File: config.mk
export PLATFORM = sky130hd
export DESIGN_NAME = inst_fetch_flat
export DESIGN_NICKNAME = d
export VERILOG_FILES = /design/src/rtl/inst_fetch_pkg.sv /design/src/rtl/inst_fetch_if.sv /design/src/rtl/inst_fetch_skid.sv /design/src/rtl/inst_fetch.sv /design/src/flat_wrapper.sv
export SDC_FILE = /design/constraint.sdc
export NUM_CORES = 1
export LEC_CHECK = 0
export BUFFER_PORTS_ARGS = -buffer_cell sky130_fd_sc_hd__buf_4
export CORE_MARGIN = 2
export CORE_UTILIZATION = 43
export DETAILED_ROUTE_END_ITERATION = 8
export PLACE_DENSITY_LB_ADDON = 0.12
export SLEW_MARGIN = 20
export SYNTH_ARGS = -nofsm -noshare
export SYNTH_HDL_FRONTEND = slang
export SYNTH_SLANG_ARGS = --single-unit
File: constraint.sdc
create_clock -name clk -period 2.5 [get_ports clk]
set_input_delay 0.375 -clock clk [delete_from_list [all_inputs] [get_ports clk]]
set_output_delay 0.375 -clock clk [all_outputs]
set_load 0.01 [all_outputs]
File: src/rtl/inst_fetch_pkg.sv
// Shared CPU-wide constants and fetch-state encodings used by the
// instruction-fetch front end.
package cpu_defs;

    localparam int ROM_AW = 10;
    localparam int DATA_W = 32;
    localparam int PC_W   = 32;

    localparam logic [31:0] RESET_PC = 32'h0000_0000;
    localparam logic [31:0] NOP_INST = 32'h0000_0000;
    localparam int          PC_STEP  = 4;

    typedef enum logic {
        FETCH_WAIT = 1'b0,
        FETCH_RUN  = 1'b1
    } fetch_state_e;

endpackage : cpu_defs

File: src/rtl/inst_fetch_if.sv
// Bundle of the program-ROM request/response bus and the fetch-to-decode
// handshake. The fetch unit is the master; the ROM plus decode side is the slave.
interface inst_fetch_if #(
    parameter int ROM_AW = cpu_defs::ROM_AW,
    parameter int DATA_W = cpu_defs::DATA_W,
    parameter int PC_W   = cpu_defs::PC_W
);

    logic              stall_i;
    logic              branch_i;
    logic [PC_W-1:0]   branch_target_i;

    logic              rom_ce_o;
    logic [ROM_AW-1:0] rom_addr_o;
    logic [DATA_W-1:0] rom_data_i;

    logic              if_valid_o;
    logic [PC_W-1:0]   if_pc_o;
    logic [DATA_W-1:0] if_inst_o;

    modport master (
        input  stall_i,
        input  branch_i,
        input  branch_target_i,
        input  rom_data_i,
        output rom_ce_o,
        output rom_addr_o,
        output if_valid_o,
        output if_pc_o,
        output if_inst_o
    );

    modport slave (
        output stall_i,
        output branch_i,
        output branch_target_i,
        output rom_data_i,
        input  rom_ce_o,
        input  rom_addr_o,
        input  if_valid_o,
        input  if_pc_o,
        input  if_inst_o
    );

endinterface : inst_fetch_if

File: src/rtl/inst_fetch_skid.sv
// One-entry skid buffer that keeps the ROM response whose presentation
// was refused by a decode stall, since the ROM output is not held.
module fetch_skid
    import cpu_defs::*;
#(
    parameter int PC_W_P   = cpu_defs::PC_W,
    parameter int DATA_W_P = cpu_defs::DATA_W
) (
    input  logic                clk,
    input  logic                rst,
    input  logic                capture_i,
    input  logic                drain_i,
    input  logic                flush_i,
    input  logic [PC_W_P-1:0]   pc_i,
    input  logic [DATA_W_P-1:0] inst_i,
    output logic                full_o,
    output logic [PC_W_P-1:0]   pc_o,
    output logic [DATA_W_P-1:0] inst_o
);

    logic                full_q;
    logic [PC_W_P-1:0]   pc_q;
    logic [DATA_W_P-1:0] inst_q;

    // Flush (redirect) outranks a capture in the same cycle so a wrong-path
    // response can never land in the buffer.
    always_ff @(posedge clk) begin
        if (rst || flush_i) begin
            full_q <= 1'b0;
        end else if (capture_i) begin
            full_q <= 1'b1;
        end else if (drain_i) begin
            full_q <= 1'b0;
        end
    end

    always_ff @(posedge clk) begin
        if (rst) begin
            pc_q   <= '0;
            inst_q <= DATA_W_P'(NOP_INST);
        end else if (capture_i && !flush_i) begin
            pc_q   <= pc_i;
            inst_q <= inst_i;
        end
    end

    assign full_o = full_q;
    assign pc_o   = pc_q;
    assign inst_o = inst_q;

endmodule : fetch_skid

File: src/rtl/inst_fetch.sv
// Instruction-fetch initiator: owns the PC, issues ROM reads, tags the
// one-cycle-late response and presents it to decode through a skid buffer.
module inst_fetch
    import cpu_defs::*;
#(
    parameter int                ROM_AW_P   = cpu_defs::ROM_AW,
    parameter int                DATA_W_P   = cpu_defs::DATA_W,
    parameter int                PC_W_P     = cpu_defs::PC_W,
    parameter logic [PC_W_P-1:0] RESET_PC_P = PC_W_P'(cpu_defs::RESET_PC)
) (
    input  logic          clk,
    input  logic          rst,
    inst_fetch_if.master  bus
);

    fetch_state_e        state_q;
    logic [PC_W_P-1:0]   fetch_pc_q;
    logic [PC_W_P-1:0]   fetch_pc_d;
    logic                resp_valid_q;
    logic [PC_W_P-1:0]   resp_pc_q;

    logic                skid_full;
    logic [PC_W_P-1:0]   skid_pc;
    logic [DATA_W_P-1:0] skid_inst;

    logic                issue;
    logic                skid_capture;
    logic                skid_drain;
    logic [1:0]          unused_target_lsbs;

    // Branch suppresses issue so the redirect target is fetched on the
    // following cycle from the updated PC.
    assign issue = (state_q == FETCH_RUN) && !rst && !bus.stall_i
                   && !skid_full && !bus.branch_i;

    assign skid_capture = resp_valid_q && bus.stall_i && !skid_full;
    assign skid_drain   = skid_full && !bus.stall_i;

    // Low target bits are dropped: fetch addresses are always word aligned.
    assign unused_target_lsbs = bus.branch_target_i[1:0];

    always_comb begin
        fetch_pc_d = fetch_pc_q;
        if (bus.branch_i) begin
            fetch_pc_d = {bus.branch_target_i[PC_W_P-1:2], 2'b00};
        end else if (issue) begin
            fetch_pc_d = fetch_pc_q + PC_W_P'(PC_STEP);
        end
    end

    always_ff @(posedge clk) begin
        if (rst) begin
            state_q      <= FETCH_WAIT;
            fetch_pc_q   <= RESET_PC_P;
            resp_valid_q <= 1'b0;
            resp_pc_q    <= '0;
        end else begin
            case (state_q)
                FETCH_WAIT: state_q <= FETCH_RUN;
                FETCH_RUN:  state_q <= FETCH_RUN;
                default:    state_q <= FETCH_WAIT;
            endcase
            fetch_pc_q   <= fetch_pc_d;
            resp_valid_q <= issue;
            if (issue) begin
                resp_pc_q <= fetch_pc_q;
            end
        end
    end

    fetch_skid #(
        .PC_W_P   (PC_W_P),
        .DATA_W_P (DATA_W_P)
    ) u_skid (
        .clk       (clk),
        .rst       (rst),
        .capture_i (skid_capture),
        .drain_i   (skid_drain),
        .flush_i   (bus.branch_i),
        .pc_i      (resp_pc_q),
        .inst_i    (bus.rom_data_i),
        .full_o    (skid_full),
        .pc_o      (skid_pc),
        .inst_o    (skid_inst)
    );

    assign bus.rom_ce_o   = issue;
    assign bus.rom_addr_o = fetch_pc_q[ROM_AW_P+1:2];

    // Skid contents take precedence; an idle slot is presented as a NOP at PC 0.
    always_comb begin
        bus.if_valid_o = 1'b0;
        bus.if_pc_o    = '0;
        bus.if_inst_o  = DATA_W_P'(NOP_INST);
        if (skid_full) begin
            bus.if_valid_o = 1'b1;
            bus.if_pc_o    = skid_pc;
            bus.if_inst_o  = skid_inst;
        end else if (resp_valid_q) begin
            bus.if_valid_o = 1'b1;
            bus.if_pc_o    = resp_pc_q;
            bus.if_inst_o  = bus.rom_data_i;
        end
    end

endmodule : inst_fetch

File: src/flat_wrapper.sv
// flat-port wrapper written by rule: the top's interface ports become plain ports
module inst_fetch_flat import cpu_defs::*;
#(
    parameter int                ROM_AW_P   = cpu_defs::ROM_AW,
    parameter int                DATA_W_P   = cpu_defs::DATA_W,
    parameter int                PC_W_P     = cpu_defs::PC_W,
    parameter logic [PC_W_P-1:0] RESET_PC_P = PC_W_P'(cpu_defs::RESET_PC)
)
  (clk, rst, bus_stall_i, bus_branch_i, bus_branch_target_i, bus_rom_data_i, bus_rom_ce_o, bus_rom_addr_o, bus_if_valid_o, bus_if_pc_o, bus_if_inst_o);
  inst_fetch_if #(.ROM_AW(10), .DATA_W(32), .PC_W(32)) bus_i ();
  input  logic clk;
  input  logic rst;
  input wire logic [$bits(bus_i.stall_i)-1:0] bus_stall_i;
  input wire logic [$bits(bus_i.branch_i)-1:0] bus_branch_i;
  input wire logic [$bits(bus_i.branch_target_i)-1:0] bus_branch_target_i;
  input wire logic [$bits(bus_i.rom_data_i)-1:0] bus_rom_data_i;
  output wire logic [$bits(bus_i.rom_ce_o)-1:0] bus_rom_ce_o;
  output wire logic [$bits(bus_i.rom_addr_o)-1:0] bus_rom_addr_o;
  output wire logic [$bits(bus_i.if_valid_o)-1:0] bus_if_valid_o;
  output wire logic [$bits(bus_i.if_pc_o)-1:0] bus_if_pc_o;
  output wire logic [$bits(bus_i.if_inst_o)-1:0] bus_if_inst_o;
  assign bus_i.stall_i = bus_stall_i;
  assign bus_i.branch_i = bus_branch_i;
  assign bus_i.branch_target_i = bus_branch_target_i;
  assign bus_i.rom_data_i = bus_rom_data_i;
  assign bus_rom_ce_o = bus_i.rom_ce_o;
  assign bus_rom_addr_o = bus_i.rom_addr_o;
  assign bus_if_valid_o = bus_i.if_valid_o;
  assign bus_if_pc_o = bus_i.if_pc_o;
  assign bus_if_inst_o = bus_i.if_inst_o;
  inst_fetch #(.ROM_AW_P(ROM_AW_P), .DATA_W_P(DATA_W_P), .PC_W_P(PC_W_P), .RESET_PC_P(RESET_PC_P)) u_core (.clk(clk), .rst(rst), .bus(bus_i));
endmodule
==> impl_metrics.yaml <==
sta:
  slew_headroom: 0.402
  finalMaxSlewViolations: 0
  worst_pin_slew_ns: 0.897
  finalWorstSetupSlack_ns: 0.292
  rsz0062_at_grt: "no"
  whs_ns: 0.186
  skew_ns: 0.00648
  setup_viol: 0
  period_minus_slack_ns: 2.21
  setup_tns_ns: 0
  max_freq_ghz: 0.453
  final_hold_viol_count: 0
  final.period_utilization: 0.883
power:
  p_seq_frac: 0.455
  leakagePower_uw: 0.00279
  ir_worst_vdd_v: 0.000498
  p_sw_uw: 1050
  combPwrFrac: 0.071
  clkPwrFrac: 0.473
  switching_share: 0.226
  internal-power_uw: 3580
  power.density_mw_per_mm2: 603
global_route:
  grt_util_met2: 0.335
  grt_pass1_wl_um: 26200
  gr-usage-met3: 0.0465
  grt-ovfl-total: 0
  grt_use_met1: 0.313
  grt_max_degree: 127
  grt_util_all_layers: 0.222
  grt_pass1_vias: 5195
  busiest_layer: "met2"
  antenna_found_initial: 0
place:
  preCtsSetupSlack_ns: 0.313
  portBuffers: 139
  dp_hpwl_um: 10700
  place_inst: 1129
  place.gp.congestion: 0.843
clocking:
  root_buffer: "clkbuf_16"
  tritoncts: "yes"
  cts_buffers: 17
  worstSkewPairLatency_ns: 0.41
  cts_max_level: 4
  cts_setup_buffers: 0
  holdBufCountCts: 0
  clkSinkCount: 125
  path_clk_slew_ns: 0.05
  cts_buffer_depth: 2
floorplanning:
  placementRows: 43
  dieHeight_um: 123
  initial_core_util: 0.437
  ioPinCount: 144
  coreArea_mm2: 0.0138
  die-width_um: 123
  die-area_mm2: 0.0150
drt:
  vias_per_cell: 5.27
  remaining_drc_errors: 0
  routed_wl_um: 16600
  drtPass1Iterations: 5
  vias: 6112
  drtIter0Drc: 508
  antenna_left: 0
  routedWlPerCell_um: 14.3
flow_run:
  maxCapViolations: 0
final_layout:
  nFillCells: 1418
  n_antenna_cell: 0
  layout.nets: 1037
  area_growth_pct: 27.1
  fin_cells: 1159
  drive_gt1_frac: 0.194
  final_util: 0.556
worst_hold_path:
  min_path_type: "in -> reg"
worst_setup_path:
  cpPeakStageDelay_ns: 0.35
  path_cells: "nor3b_1, nand2_1, clkinv_1, buf_4"
  critical_path_class: "reg -> out"
  cp_num_buf_inv: 2
  cp-end-kind: "output pin"
  startpoint_type: "flip-flop"
  crit_family: "simple AND/OR/NAND/NOR gates"
  worstPathMaxFanout: 15
  cp.arrival_ns: 1.83
  crit_slowest_cell: "dfxtp_4"
  crit_required_ns: 2.12
synth:
  synth_edf_count: 0
  syn_avg_cell_area_um2: 6.93
  synthFlopType: "dfxtp_1"
  yosysWarnings: 0
  ys_ff_latch: 125
  syn-cell-area_mm2: 0.00604
  synthArstFlopShare: 0
  seq_area_frac_synth: 0.414
  ys_types: 44
  synthCells: 872
run_status:
  outcome: "completed"
==> power by group through the flow <==
stage	clock, uW	sequential, uW	combinational, uW
finish	2190	2110	329
global route	2330	2110	366
CTS	2240	2110	332
detailed placement	0	2150	331
global placement	0	2150	330
floorplan	0	2120	192
==> sequential cells by signal (all words and copies together) (netlist names) <==
signal	flops
u_core.u_skid.inst_o	32
u_core.fetch_pc_q	30
u_core.u_skid.full_o	1
u_core.state_q	1
u_core.resp_valid_q	1
u_core.u_skid.pc_o	30
u_core.resp_pc_q	30
==> stage by stage <==
step	total power, uW	area, um2
floorplan	2310	6050
global placement	2480	7150
detailed placement	2480	7150
CTS	4680	7680
global route	4810	7680
finish	4630	7680
==> cell usage after synthesis, types with 6 or more instances <==
cell type / n / area [um2]
a211oi_1: 10 / 75.1
and4_1: 7 / 61.3
o21ai_0: 69 / 345
a21oi_1: 94 / 470
dfxtp_1: 125 / 2500
and3_1: 8 / 50.1
nor3_1: 11 / 55.1
or4_1: 8 / 60.1
buf_4: 12 / 90.1
xnor2_1: 6 / 52.6
nand4_1: 15 / 93.8
nor2_1: 28 / 105
nand2_1: 325 / 1220
nand3_1: 14 / 70.1
inv_1: 6 / 22.5
a31oi_1: 7 / 43.8
and2_1: 8 / 50.1
clkbuf_1: 64 / 240
a311oi_1: 9 / 78.8
nor4_1: 6 / 37.5
==> worst paths after layout <==
path	from	to	slack [ns]	cells past startpoint
worst max-delay path	u_core.u_skid.full_o	bus_rom_ce_o	0.29	4
worst min-delay path	bus_branch_target_i[2]	u_core.fetch_pc_q[2]	0.19	2
worst max register to register	u_core.fetch_pc_q[11]	u_core.fetch_pc_q[23]	0.42	4
worst min register to register	u_core.u_skid.inst_o[31]	u_core.u_skid.inst_o[31]	0.45	2
==> cell usage in the layout, fill, tap and decap left out, types with 5 or more instances in the layout <==
cell and count:
a211oi_1 10, a21oi_1 94, a311oi_1 9, a31oi_1 7, and2_1 8, and3_1 7
and4_1 7, buf_4 151, clkbuf_1 7, clkbuf_16 17, clkbuf_8 5, dfxtp_1 123
inv_1 6, nand2_1 325, nand3_1 13, nand4_1 15, nor2_1 28, nor3_1 11
nor4_1 6, o21ai_0 69, or4_1 8, xnor2_1 6
==> layout make-up <==
| cell class | instances | area [um2] | area share |
|---|---|---|---|
| repair buffers | 155 | 1210 | 0.158 |
| multi-input cells | 662 | 3180 | 0.414 |
| well taps | 180 | 225 | 0.0293 |
| clock buffers | 29 | 520 | 0.0678 |
| flip-flops and latches | 125 | 2510 | 0.327 |
| clock inverters | 1 | 5.00 | 0.000652 |
| inverters | 7 | 26.3 | 0.00342 |
==> metal layers <==
layer	vias up	share of wire	wire length [um]
li1	3143	-	-
met1	2733	0.47	7710
met2	214	0.45	7440
met3	22	0.069	1150
met4	0	0.017	278
met5	-	0	0
==> what timing repair did <==
action / in CTS / in global routing
endpoints found under the hold margin: 0 / 0
gates resized for setup: 0 / 1
endpoints found under the setup margin: 0 / 1
==> cells by family after synthesis <==
kind of cell	after synthesis	share of synthesized area
AOI/OAI and AO/OA	209	0.196
xor gates and xnor gates	10	0.0145
adders and majority gates	1	0.00207
buffers and inverters	86	0.0611
DFF	125	0.414
other	1	0.000621
and+or+nand+nor	440	0.312
Note: power is estimated with default switching activity, not from simulation.
